===== config.mk =====
export PLATFORM = sky130hd
export DESIGN_NAME = tagger_run_ctrl
export DESIGN_NICKNAME = d
export VERILOG_FILES = /design/src/rtl/tagger_pkg.sv /design/src/rtl/sat_counter.sv /design/src/rtl/tagger_run_ctrl.sv
export SDC_FILE = /design/constraint.sdc
export NUM_CORES = 1
export LEC_CHECK = 0
export ABC_AREA = 1
export BUFFER_PORTS_ARGS = -buffer_cell sky130_fd_sc_hd__buf_2
export CAP_MARGIN = 25
export CORE_MARGIN = 3
export CORE_UTILIZATION = 32
export DETAILED_ROUTE_END_ITERATION = 8
export PLACE_DENSITY = 0.48
export REMOVE_ABC_BUFFERS = 1
export SLEW_MARGIN = 15
export SYNTH_ARGS = -nofsm -noshare
export SYNTH_HDL_FRONTEND = slang
export SYNTH_HIERARCHICAL = 1
export SYNTH_SLANG_ARGS = --single-unit

===== constraint.sdc =====
create_clock -name clk -period 2.4 [get_ports clk]
set_clock_uncertainty 0.05 [all_clocks]
set_input_delay 0 -clock clk [delete_from_list [all_inputs] [get_ports clk]]
set_output_delay 0 -clock clk [all_outputs]
set_load 0.02 [all_outputs]

===== src/rtl/tagger_pkg.sv =====
// Shared constants for the pulse-tagging datapath: FSM encoding, default
// widths and the tagger record width used by the FIFO and the tagger.
package tagger_pkg;

  localparam int RUNLEN_W_DEF = 48;
  localparam int CNT_W_DEF    = 32;
  localparam int REC_W        = 47;

  localparam logic [2:0] ST_IDLE  = 3'd0;
  localparam logic [2:0] ST_CLEAR = 3'd1;
  localparam logic [2:0] ST_START = 3'd2;
  localparam logic [2:0] ST_RUN   = 3'd3;
  localparam logic [2:0] ST_STOP  = 3'd4;

endpackage


===== src/rtl/sat_counter.sv =====
// Saturating up-counter with synchronous clear; clear wins over increment.
module sat_counter #(
  parameter int W = 32
) (
  input  logic         clk,
  input  logic         reset,
  input  logic         clr,
  input  logic         inc,
  output logic [W-1:0] count
);

  localparam logic [W-1:0] ALL_ONES = {W{1'b1}};
  localparam logic [W-1:0] ONE      = {{(W-1){1'b0}}, 1'b1};

  logic [W-1:0] count_d;
  logic [W-1:0] count_q;

  // next count: clear, saturating increment or hold
  always_comb begin
    count_d = count_q;
    if (clr) begin
      count_d = '0;
    end else if (inc && (count_q != ALL_ONES)) begin
      count_d = count_q + ONE;
    end else begin
      count_d = count_q;
    end
  end

  // count register
  always_ff @(posedge clk) begin
    if (reset) begin
      count_q <= '0;
    end else begin
      count_q <= count_d;
    end
  end

  assign count = count_q;

endmodule


===== src/rtl/tagger_run_ctrl.sv =====
// Run sequencer for the pulse tagger: drives the tagger controls from host
// commands, enforces run length and keeps record/loss statistics.
module tagger_run_ctrl
  import tagger_pkg::*;
#(
  parameter int RUNLEN_W = RUNLEN_W_DEF,
  parameter int CNT_W    = CNT_W_DEF
) (
  input  logic                clk,
  input  logic                reset,
  input  logic                cmd_start,
  input  logic                cmd_stop,
  input  logic                cmd_clear,
  input  logic [RUNLEN_W-1:0] run_length,
  input  logic                stop_on_overflow,
  input  logic                tagger_ready,
  input  logic                fifo_full,
  output logic                fifo_wr,
  output logic                reset_counter,
  output logic                counter_operate,
  output logic                capture_operate,
  output logic                running,
  output logic                run_done,
  output logic                overflow,
  output logic [CNT_W-1:0]    record_count,
  output logic [CNT_W-1:0]    lost_count
);

  localparam logic [RUNLEN_W-1:0] RL_ONE = {{(RUNLEN_W-1){1'b0}}, 1'b1};

  logic [2:0]          state_d, state_q;
  logic [RUNLEN_W-1:0] run_len_d, run_len_q;
  logic [RUNLEN_W-1:0] elapsed_d, elapsed_q;
  logic                reset_counter_d, reset_counter_q;
  logic                operate_d, operate_q;
  logic                running_d, running_q;
  logic                run_done_d, run_done_q;
  logic                overflow_d, overflow_q;
  logic                rec_evt_s, lost_evt_s, len_hit_s, stats_clr_s;

  assign rec_evt_s   = tagger_ready & ~fifo_full;
  assign lost_evt_s  = tagger_ready & fifo_full;
  assign stats_clr_s = (state_q == ST_CLEAR);
  assign len_hit_s   = (run_len_q != '0) && (elapsed_q == (run_len_q - RL_ONE));

  // FSM, run-length bookkeeping and next values of the registered outputs
  always_comb begin
    state_d   = state_q;
    run_len_d = run_len_q;
    elapsed_d = elapsed_q;
    case (state_q)
      ST_IDLE: begin
        if (cmd_clear) begin
          state_d = ST_CLEAR;
        end else if (cmd_start) begin
          state_d   = ST_START;
          run_len_d = run_length;
        end else begin
          state_d = ST_IDLE;
        end
      end
      ST_CLEAR: begin
        state_d   = ST_IDLE;
        elapsed_d = '0;
      end
      ST_START: begin
        state_d   = ST_RUN;
        elapsed_d = '0;
      end
      ST_RUN: begin
        elapsed_d = elapsed_q + RL_ONE;
        if (cmd_stop || len_hit_s || (stop_on_overflow && lost_evt_s)) begin
          state_d = ST_STOP;
        end else begin
          state_d = ST_RUN;
        end
      end
      ST_STOP: begin
        state_d = ST_IDLE;
      end
      default: begin
        state_d = ST_IDLE;
      end
    endcase

    // controls are decoded from the next state so they line up with it
    reset_counter_d = (state_d == ST_CLEAR) || (state_d == ST_START);
    operate_d       = (state_d == ST_RUN);
    running_d       = (state_d == ST_START) || (state_d == ST_RUN) || (state_d == ST_STOP);
    run_done_d      = (state_q == ST_STOP);

    if (stats_clr_s) begin
      overflow_d = 1'b0;
    end else begin
      overflow_d = overflow_q | lost_evt_s;
    end
  end

  // state and registered outputs
  always_ff @(posedge clk) begin
    if (reset) begin
      state_q         <= ST_IDLE;
      run_len_q       <= '0;
      elapsed_q       <= '0;
      reset_counter_q <= 1'b0;
      operate_q       <= 1'b0;
      running_q       <= 1'b0;
      run_done_q      <= 1'b0;
      overflow_q      <= 1'b0;
    end else begin
      state_q         <= state_d;
      run_len_q       <= run_len_d;
      elapsed_q       <= elapsed_d;
      reset_counter_q <= reset_counter_d;
      operate_q       <= operate_d;
      running_q       <= running_d;
      run_done_q      <= run_done_d;
      overflow_q      <= overflow_d;
    end
  end

  sat_counter #(.W(CNT_W)) u_record_cnt (
    .clk   (clk),
    .reset (reset),
    .clr   (stats_clr_s),
    .inc   (rec_evt_s),
    .count (record_count)
  );

  sat_counter #(.W(CNT_W)) u_lost_cnt (
    .clk   (clk),
    .reset (reset),
    .clr   (stats_clr_s),
    .inc   (lost_evt_s),
    .count (lost_count)
  );

  assign fifo_wr         = rec_evt_s;
  assign reset_counter   = reset_counter_q;
  assign counter_operate = operate_q;
  assign capture_operate = operate_q;
  assign running         = running_q;
  assign run_done        = run_done_q;
  assign overflow        = overflow_q;

endmodule


Word level (Yosys, flattened, before mapping)
Cells that the tools add are included.

Flip-flop bits (word level): 168. Word-level logic and storage cells: 50.

Add/subtract/negate cells: 4. Equal/unequal tests: 11. Mux-type cells: 5. Bitwise logic cells: 5. Reduce and logical (&&, ||, !) cells: 15.

Operators by type and width (count): 48-bit one-hot mux with 2 select lines (1); 32-bit by 1-bit adder with 32-bit output, second input constant (2); 32-bit != test, second input constant (2); 48-bit by 1-bit adder with 48-bit output, second input constant (1); 48-bit equality test (1); 48-bit nonzero test (1); 48-bit by 1-bit subtractor with 48-bit output, second input constant (1); 3-bit by 2-bit equality test with 1-bit output, second input constant (4); 3-bit one-hot mux with 3 select lines (1); 3-bit by 1-bit equality test with 1-bit output, second input constant (2); 3-bit equality test, second input constant (2); 1-bit logical OR (5); 1-bit logical AND (4); 2-bit 2-to-1 mux (2); 2-bit OR reduction (2); 3-bit logical NOT (1); 3-bit 2-to-1 mux (1); 3-bit AND reduction (1); 1-bit AND (2); 1-bit inverter (2); 2-bit nonzero test (1); 1-bit bitwise OR (1).

Longest topological paths before layout
Gate-level depths: netlist (run 1).

Word-level depth: 10. Depth in mapped cells: 19.

Cells and area by module
Netlist (run 1), hierarchy kept.

Modules (own cells, without submodules): tagger_run_ctrl (times used 1, cells each 1154, area an instance 7125.6 µm²); sat_counter (times used 2, cells each 325, area an instance 2095.8 µm²).

Worst setup path after synthesis (run 1)
No wires, ideal clock.

Path kind: flip-flop to flip-flop. Start: register elapsed_q[0]. End: register elapsed_q[46]. Arrival time: 1851 ps. Data required time: 2233 ps. Path slack: 382 ps. Stages on the path, launching flop included: 14. Buffers on the path: 0. Period minus slack after synthesis: 2018 ps. Cell sequence: dfxtp_1 -> ha_1 -> nand3_1 -> inv_1 -> nand3_2 -> nor2_4 -> nand4_4 -> nor2_4 -> nand3_4 -> nor2_4 -> nand3_2 -> nand3b_4 -> o21ai_1 -> a21oi_1.

Word-level cells in the longest chain between the ends: 2.

Ends and longest elaborated chain: start, declared (RTL line tagger_run_ctrl.sv:33) `logic [RUNLEN_W-1:0] elapsed_d, elapsed_q;`; start signal, assigned (RTL line tagger_run_ctrl.sv:113) `elapsed_q <= elapsed_d;`; 48-bit by 1-bit adder with 48-bit output (RTL line tagger_run_ctrl.sv:71) `elapsed_d = elapsed_q + RL_ONE;`; 48-bit one-hot mux with 2 select lines (RTL line tagger_run_ctrl.sv:51) `case (state_q)`.

Every way passes these cells. A chain may end at the register's enable or synchronous reset.

Final worst setup path (run 1)
Start: register run_len_q[4]. End: register state_q[1].

Word-level cells in the longest chain between the ends: 7.

Ends and longest elaborated chain: start, declared (RTL line tagger_run_ctrl.sv:32) `logic [RUNLEN_W-1:0] run_len_d, run_len_q;`; start signal, assigned (RTL line tagger_run_ctrl.sv:112) `run_len_q <= run_len_d;`; 48-bit by 1-bit subtractor with 48-bit output (RTL line tagger_run_ctrl.sv:44) `assign len_hit_s = (run_len_q != '0) && (elapsed_q == (run_len_q - RL_ONE));`; 48-bit equality test (RTL line tagger_run_ctrl.sv:44); 1-bit logical AND (*) (RTL line tagger_run_ctrl.sv:44); 1-bit logical OR (*) (2 in series) (RTL line tagger_run_ctrl.sv:72) `if (cmd_stop || len_hit_s || (stop_on_overflow && lost_evt_s)) begin`; 3-bit 2-to-1 mux (*) (RTL line tagger_run_ctrl.sv:72); 3-bit one-hot mux with 3 select lines (*) (RTL line tagger_run_ctrl.sv:51); end signal, assigned (RTL line tagger_run_ctrl.sv:111) `state_q <= state_d;`; end, declared (RTL line tagger_run_ctrl.sv:31) `logic [2:0] state_d, state_q;`.

Every way passes the cells marked *; elsewhere a longest branch is shown, timed or not.

==> results of run 1 <==
[stage by stage]
step | worst slack (ns) | hold slack (ns) | setup TNS (ns) | util (%)
after floorplan | -1.203 | 0.01907 | -57.02 | -
after global placement | -0.03022 | 0.1761 | -0.04882 | 37.71
after detailed placement | 0.002006 | 0.1792 | 0 | 37.71
after CTS | 0.01106 | 0.03879 | 0 | 40.98
after global routing | -0.01421 | 0.07487 | -0.01489 | 41.50
final | 0.1667 | 0.06379 | 0 | 41.50
[what timing repair did]
| item | 4_1_cts | 5_1_grt |
|---|---|---|
| pin swaps | 0 | 6 |
| endpoints found under the setup margin | 2 | 6 |
| resized for setup | 2 | 47 |
| buffers inserted | 0 | 6 |
| hold buffers | 50 | 0 |
| hold endpoints to repair | 53 | 0 |
[path summary, 6_finish.rpt]
check | end | slack [ns] | depth (start not counted)
worst max-delay path | state_q[1] | 0.17 | 15
worst min-delay path | u_record_cnt/count[11] | 0.06 | 5
worst max register to register | state_q[1] | 0.17 | 15
worst min register to register | elapsed_q[0] | 0.41 | 1
[kinds of logic after synthesis]
family,synth area share [%]
xor+xnor,3.560
flops,29.72
simple gates,46.82
buf+inv,8.380
compound gates,11.08
fa+ha+maj,0.4423
[final cells by class]
cell class	instances	area [sq um]	share of cell area (%)
Tap cell	455	569.3	3.951
Timing Repair Buffer	288	1997	13.86
Inverter	185	694.4	4.820
Sequential cell	168	3367	23.37
Clock buffer	21	460.4	3.196
Multi-Input combinational cell	1409	7149	49.62
Clock inverter	11	170.2	1.181
[where the power goes]
group	leakage (nW)	total, W	internal (W)	switching [W]
clock	0.300	0.00302	0.00180	0.00122
combinational	4.47	0.00175	0.000635	0.00112
sequential	1.36	0.00297	0.00287	0.000102
[routing by layer]
layer / global-route usage [%] / wire length, um / share of wire, % / up-vias
met1: 28.37 / 18750 / 48 / 5616
met3: 3.354 / 1869 / 4.7 / 47
met4: 5.878 / 797 / 2.0 / 0
met2: 33.83 / 18040 / 46 / 290
met5: 0 / 0 / 0 / -
li1: - / - / - / 6370
[registers in the layout, summed over array words and instances (netlist names)]
name	count
state_q	3
u_record_cnt/count	32
run_done	1
overflow	1
run_len_q	48
elapsed_q	48
running	1
u_lost_cnt/count	32
reset_counter	1
capture_operate	1
[worst register-to-register path, stage by stage, from the launching register on]
cell and delay [ns]:
dfxtp_1 0.37, nor2_2 0.18, nand2_2 0.13, nor2_8 0.20, nand2_2 0.12, nor2_2 0.15
nand2_1 0.08, xor2_1 0.14, nor2_1 0.09, nand3_1 0.09, nor2_1 0.12, nand3_2 0.13
nand3_2 0.11, nand3_1 0.07, nand2_1 0.07, inv_1 0.03
[layout by cell type (no fill, tap or decap), drive strengths merged, types with 3 or more instances in the layout]
| cell type | n |
|---|---|
| and3 | 3 |
| nor3 | 41 |
| a21oi | 116 |
| ha | 4 |
| clkinv | 5 |
| xnor2 | 23 |
| buf | 238 |
| nand3 | 136 |
| nor2 | 378 |
| a31oi | 11 |
| inv | 184 |
| dlygate4sd3 | 50 |
| a221oi | 5 |
| nor4 | 7 |
| xor2 | 23 |
| or2 | 9 |
| clkbuf | 21 |
| dfxtp | 168 |
| clkinvlp | 3 |
| o21ai | 87 |
| nand3b | 19 |
| nand4 | 45 |
| nand2 | 485 |
| and2 | 4 |
| bufinv | 4 |
==> impl_metrics.csv, run 1 <==
group,metric,value,unit
synthesis,synth_commonest_cells,"nand2_1 (449), nor2_1 (315), inv_1 (181), dfxtp_1 (168), nand3_1 (122)",
power_and_ir_drop,power.density,537.7,nW/um^2
critical_path,critical-path-top-delay-family,"simple AND/OR/NAND/NOR gates",
layout,fillCellCount,3791,
critical_path,slowest_stage,"dfxtp_1",
layout,drive_gt1_share,21.47,%
critical_path,cp.required,2.70,ns
die,rows,68,
layout,fin_cells,2537,
cts,insertion_delay,0.45,ns
placement,dp.cells,2449,
critical_path,worst-path-buf-inv,1,
critical_path,setup.worst_path.start_class,"register",
synthesis,yosysWarnings,6,
drt,first_pass_iters,5,
die,initial_core_util,32.60,%
critical_path,path_cells,"nor2_2 > nand2_2 > nor2_8 > nand2_2 > nor2_2 > nand2_1 > xor2_1 > nor2_1 > nand3_1 > nor2_1 > nand3_2 > nand3_2 > nand3_1 > nand2_1 > inv_1",
timing,timing.final.crit_share,93.05,%
synthesis,synth_area,11320,sq um
grt,grt_antenna_before_repair,0,
die,dieWidth,194.1,um
timing,setup_violations,0,
placement,io_buffers,126,
layout,final_nets,2129,
timing,hold_viol,0,
synthesis,synth_top_area_share,29.72,%
critical_path,cp.arrival,2.53,ns
synthesis,yosys.cell_types.count,53,
critical_path,startpoint,"run_len_q[4]",
critical_path,path_max_fanout,8,
synthesis,netlist_top_cells_area,"dfxtp_1 (30%), nand2_1 (15%), nor2_1 (10%), inv_1 (6.0%), nand3_1 (5.4%)",
grt,grt_pass1_vias,11681,
grt,grt_first_pass_wirelength,62670,um
cts,cts_tree,"yes",
cts,clk_pin_slew,0.07,ns
synthesis,seq_area_frac_synth,29.72,%
layout,syn_to_final_growth,27.31,%
timing,period_needed,2.233,ns
cts,clockBufferDepth,2,
die,die_area,37660,sq um
synthesis,synthCells,1804,
cts,cts_made_buffers,17,
cts,cts_sinks,168,
placement,place.detailed.hpwl,31580,um
grt,track_usage,20.73,%
drt,wl_per_cell,15.55,um
synthesis,async_flop_share,0,%
synthesis,ys.flop_type,"dfxtp_1",
placement,gp_congestion,0.9150,
die,die_h,194.1,um
drt,drt-total-wl,39460,um
timing,rsz0062_at_grt,"yes",
timing,clock.fmax,0.4478,GHz
placement,placed_area,13090,sq um
grt,grt_max_degree,57,
synthesis,yosysMostFrequentCell,"nand2_1",
timing,slew_headroom,63.08,%
timing,worst-slew-pin-transition,0.5481,ns
die,ios,127,
flow_run,max_cap_viol_count,0,
synthesis,synth_area_per_cell,6.273,sq um
hold_path,holdCritStartpoint,"fifo_full",
critical_path,end_kind,"register",
critical_path,rr_startpoint,"run_len_q[4]",
drt,drc,0,
layout,diodes,0,
synthesis,synth_edf_count,0,
drt,antenna_left,0,
grt,gr-total-overflow,0,
drt,drtIter0Drc,697,
layout,design_area,14410,sq um
hold_path,hold_path_class,"input pin to register",
power_and_ir_drop,power,0.007747,W
drt,num_vias,12323,
drt,viasPerCell,4.857,
die,core-area,34710,sq um
power_and_ir_drop,power.leakage,6.130,nW
cts,cts_max_level,4,
timing,report.final.slew_viol_count,0,
run_status,outcome,"completed",
critical_path,crit_type,"register to register",
synthesis,synth_largest_area_cell,"dfxtp_1",
power_and_ir_drop,peakVddDrop,0.5238,mV
synthesis,synth_seq_cells,168,
cts,cts_root_buf,"clkbuf_16",
critical_path,critPathMaxStageDelay,0.37,ns
Note: power is estimated with default switching activity, not from simulation.
==> run 2, diff against run 1 <==
--- a/config.mk
+++ b/config.mk
@@ -10,6 +10,7 @@
 export CAP_MARGIN = 25
 export CORE_MARGIN = 3
 export CORE_UTILIZATION = 32
+export CTS_BUF_LIST = sky130_fd_sc_hd__clkbuf_2
 export DETAILED_ROUTE_END_ITERATION = 8
 export PLACE_DENSITY = 0.48
 export REMOVE_ABC_BUFFERS = 1
==> impl_metrics.csv, run 2 (same netlist as run 1, synthesis figures left out) <==
group,metric,value,unit
timing,clock.fmax,0.4452,GHz
critical_path,rr_startpoint,"run_len_q[2]",
drt,antenna_left,0,
power_and_ir_drop,power.density,442.9,nW/um^2
critical_path,rr_worst_depth,17,
grt,met2_usage,34.57,%
die,die_h,194.1,um
timing,slew_headroom,62.32,%
layout,layout_commonest_cell,"nand2_1",
drt,drtIter0Drc,668,
die,die_area,37660,sq um
cts,cts_made_buffers,17,
grt,grtUsageMet3,3.023,%
layout,fillCellCount,3766,
placement,io_buffers,126,
power_and_ir_drop,peakVddDrop,0.3435,mV
die,dieWidth,194.1,um
timing,report.final.slew_viol_count,0,
power_and_ir_drop,power.leakage,6.454,nW
grt,gr-total-overflow,0,
hold_path,worstHoldEndpoint,"run_len_q[29]",
layout,layout_common_cells,"nand2_1 (444), nor2_1 (291), inv_1 (178)",
die,initial_core_util,32.60,%
layout,multiInputGateArea,7158,sq um
critical_path,cp.required,3.09,ns
hold_path,worstHoldPathCells,4,
layout,largestRegisters,"elapsed_q: 48 flops, run_len_q: 48 flops",
cts,cts_sinks,168,
cts,cts_max_level,4,
layout,final_nets,2226,
layout,register_area,3400,sq um
critical_path,timing.rr.end,"state_q[1]",
timing,setup_violations,0,
critical_path,path_max_fanout,6,
critical_path,end_kind,"register",
critical_path,cp.arrival,2.93,ns
grt,grt_pass1_vias,11998,
placement,place.detailed.hpwl,31580,um
flow_run,max_cap_viol_count,0,
layout,syn_to_final_growth,33.13,%
run_status,outcome,"completed",
timing,timing.final.crit_share,93.59,%
timing,rsz0062_at_grt,"yes",
hold_path,holdCritStartpoint,"run_length[29]",
drt,viasPerCell,4.819,
drt,wl_per_cell,15.21,um
timing,worst-slew-pin-transition,0.5652,ns
grt,grt_max_degree,57,
drt,num_vias,12699,
cts,clk_pin_slew,0.24,ns
critical_path,setup.worst_path.start_class,"register",
critical_path,crit_type,"register to register",
cts,cts_root_buf,"clkbuf_2",
grt,grt_first_pass_wirelength,63740,um
cts,insertion_delay,0.83,ns
timing,whs,0.1213,ns
timing,period_needed,2.246,ns
grt,grt_antenna_before_repair,1,
cts,clockBufferDepth,2,
timing,hold_viol,0,
grt,grt.busiest_layer,"met2",
layout,drive_gt1_share,21.89,%
cts,cts_tree,"yes",
drt,first_pass_iters,5,
placement,gp_congestion,0.9150,
critical_path,reg2reg_slack,0.15,ns
grt,use_met1,28.75,%
hold_path,hold_path_class,"input pin to register",
die,rows,68,
timing,tns,0,ns
drt,drc,0,
grt,track_usage,20.91,%
drt,drt-total-wl,40080,um
die,ios,127,
die,core-area,34710,sq um
## run 2: cell count changes in the layout (fill, tap and decap cells not counted), moves of 3 or more
cell | before | now
nor2_2 | 49 | 52
dfxtp_1 | 165 | 141
buf_4 | 110 | 113
dlygate4sd3_1 | 50 | 143
dfxtp_2 | 3 | 26
clkbuf_16 | 17 | 0
clkbuf_2 | 0 | 19
## run 2: what timing repair did
item | 4_1_cts | 5_1_grt
setup buffers | 0 | 10
hold buffers | 143 | 0
gates resized for setup | 2 | 75
pin swaps | 0 | 2
setup endpoints to repair | 2 | 29
endpoints found under the hold margin | 168 | 0
## run 2: report_power, final
part	internal (W)	switching [W]
logic	0.000760	0.00114
registers	0.00288	0.000104
clock network	0.000686	0.00110
total	0.00433	0.00234
## run 2: area by class of cell
type                            count  share of cell area (%)
Inverter                          185                   4.609
Timing Repair Buffer              385                   19.71
Antenna cell                        1                 0.01661
Sequential cell                   168                   22.56
Clock buffer                       19                  0.6311
Tap cell                          455                   3.778
Clock inverter                     13                   1.179
Multi-Input combinational cell   1409                   47.51
## run 2: through the flow
stage               total power [W]  std cells  setup WS, ns  area, sq um  utilization (%)
finish                     0.006673       2635        0.1537        15070            43.40
global route               0.007092       2635     -0.009202        15070            43.40
CTS                        0.006650       2624      0.001284        14800            42.63
detailed placement         0.004627       2449      0.002006        13090            37.71
global placement           0.004635       2449      -0.03022        13090            37.71
floorplan                  0.004055       1762        -1.203        11060                -
## run 2: worst max path at each step
stage / end / startpoint / slack [ns] / cells after the start
2_1_floorplan: run_len_q[0] / state_q[1] / -1.20 / 6
6_report: state_q[1] / run_len_q[2] / 0.15 / 17
4_1_cts: state_q[1] / run_len_q[18] / 0.001 / 16
3_5_place_dp: state_q[1] / run_len_q[1] / 0.002 / 16
3_3_place_gp: state_q[1] / run_len_q[18] / -0.03 / 16
5_1_grt: state_q[1] / run_len_q[27] / -0.009 / 17
## run 2: routing by layer
metal	share of wire, %	up-vias
met5	0	-
met4	1.9	0
met3	4.5	39
met1	48	5785
met2	46	298
li1	-	6577
## run 2: worst max-delay path, cell delays in order, from the launching register on
cell and delay, ns:
dfxtp_1 0.42, nor2_2 0.14, nand2_4 0.10, nor2_8 0.18
buf_4 0.17, nand3b_1 0.08, nand2_1 0.11, nand2_1 0.06
nor2_1 0.10, nand2_1 0.07, nor2_1 0.08, nand2_1 0.08
nor2_2 0.11, nand3_2 0.12, nand3_2 0.11, nand3_1 0.08
nand2_1 0.07, inv_1 0.04
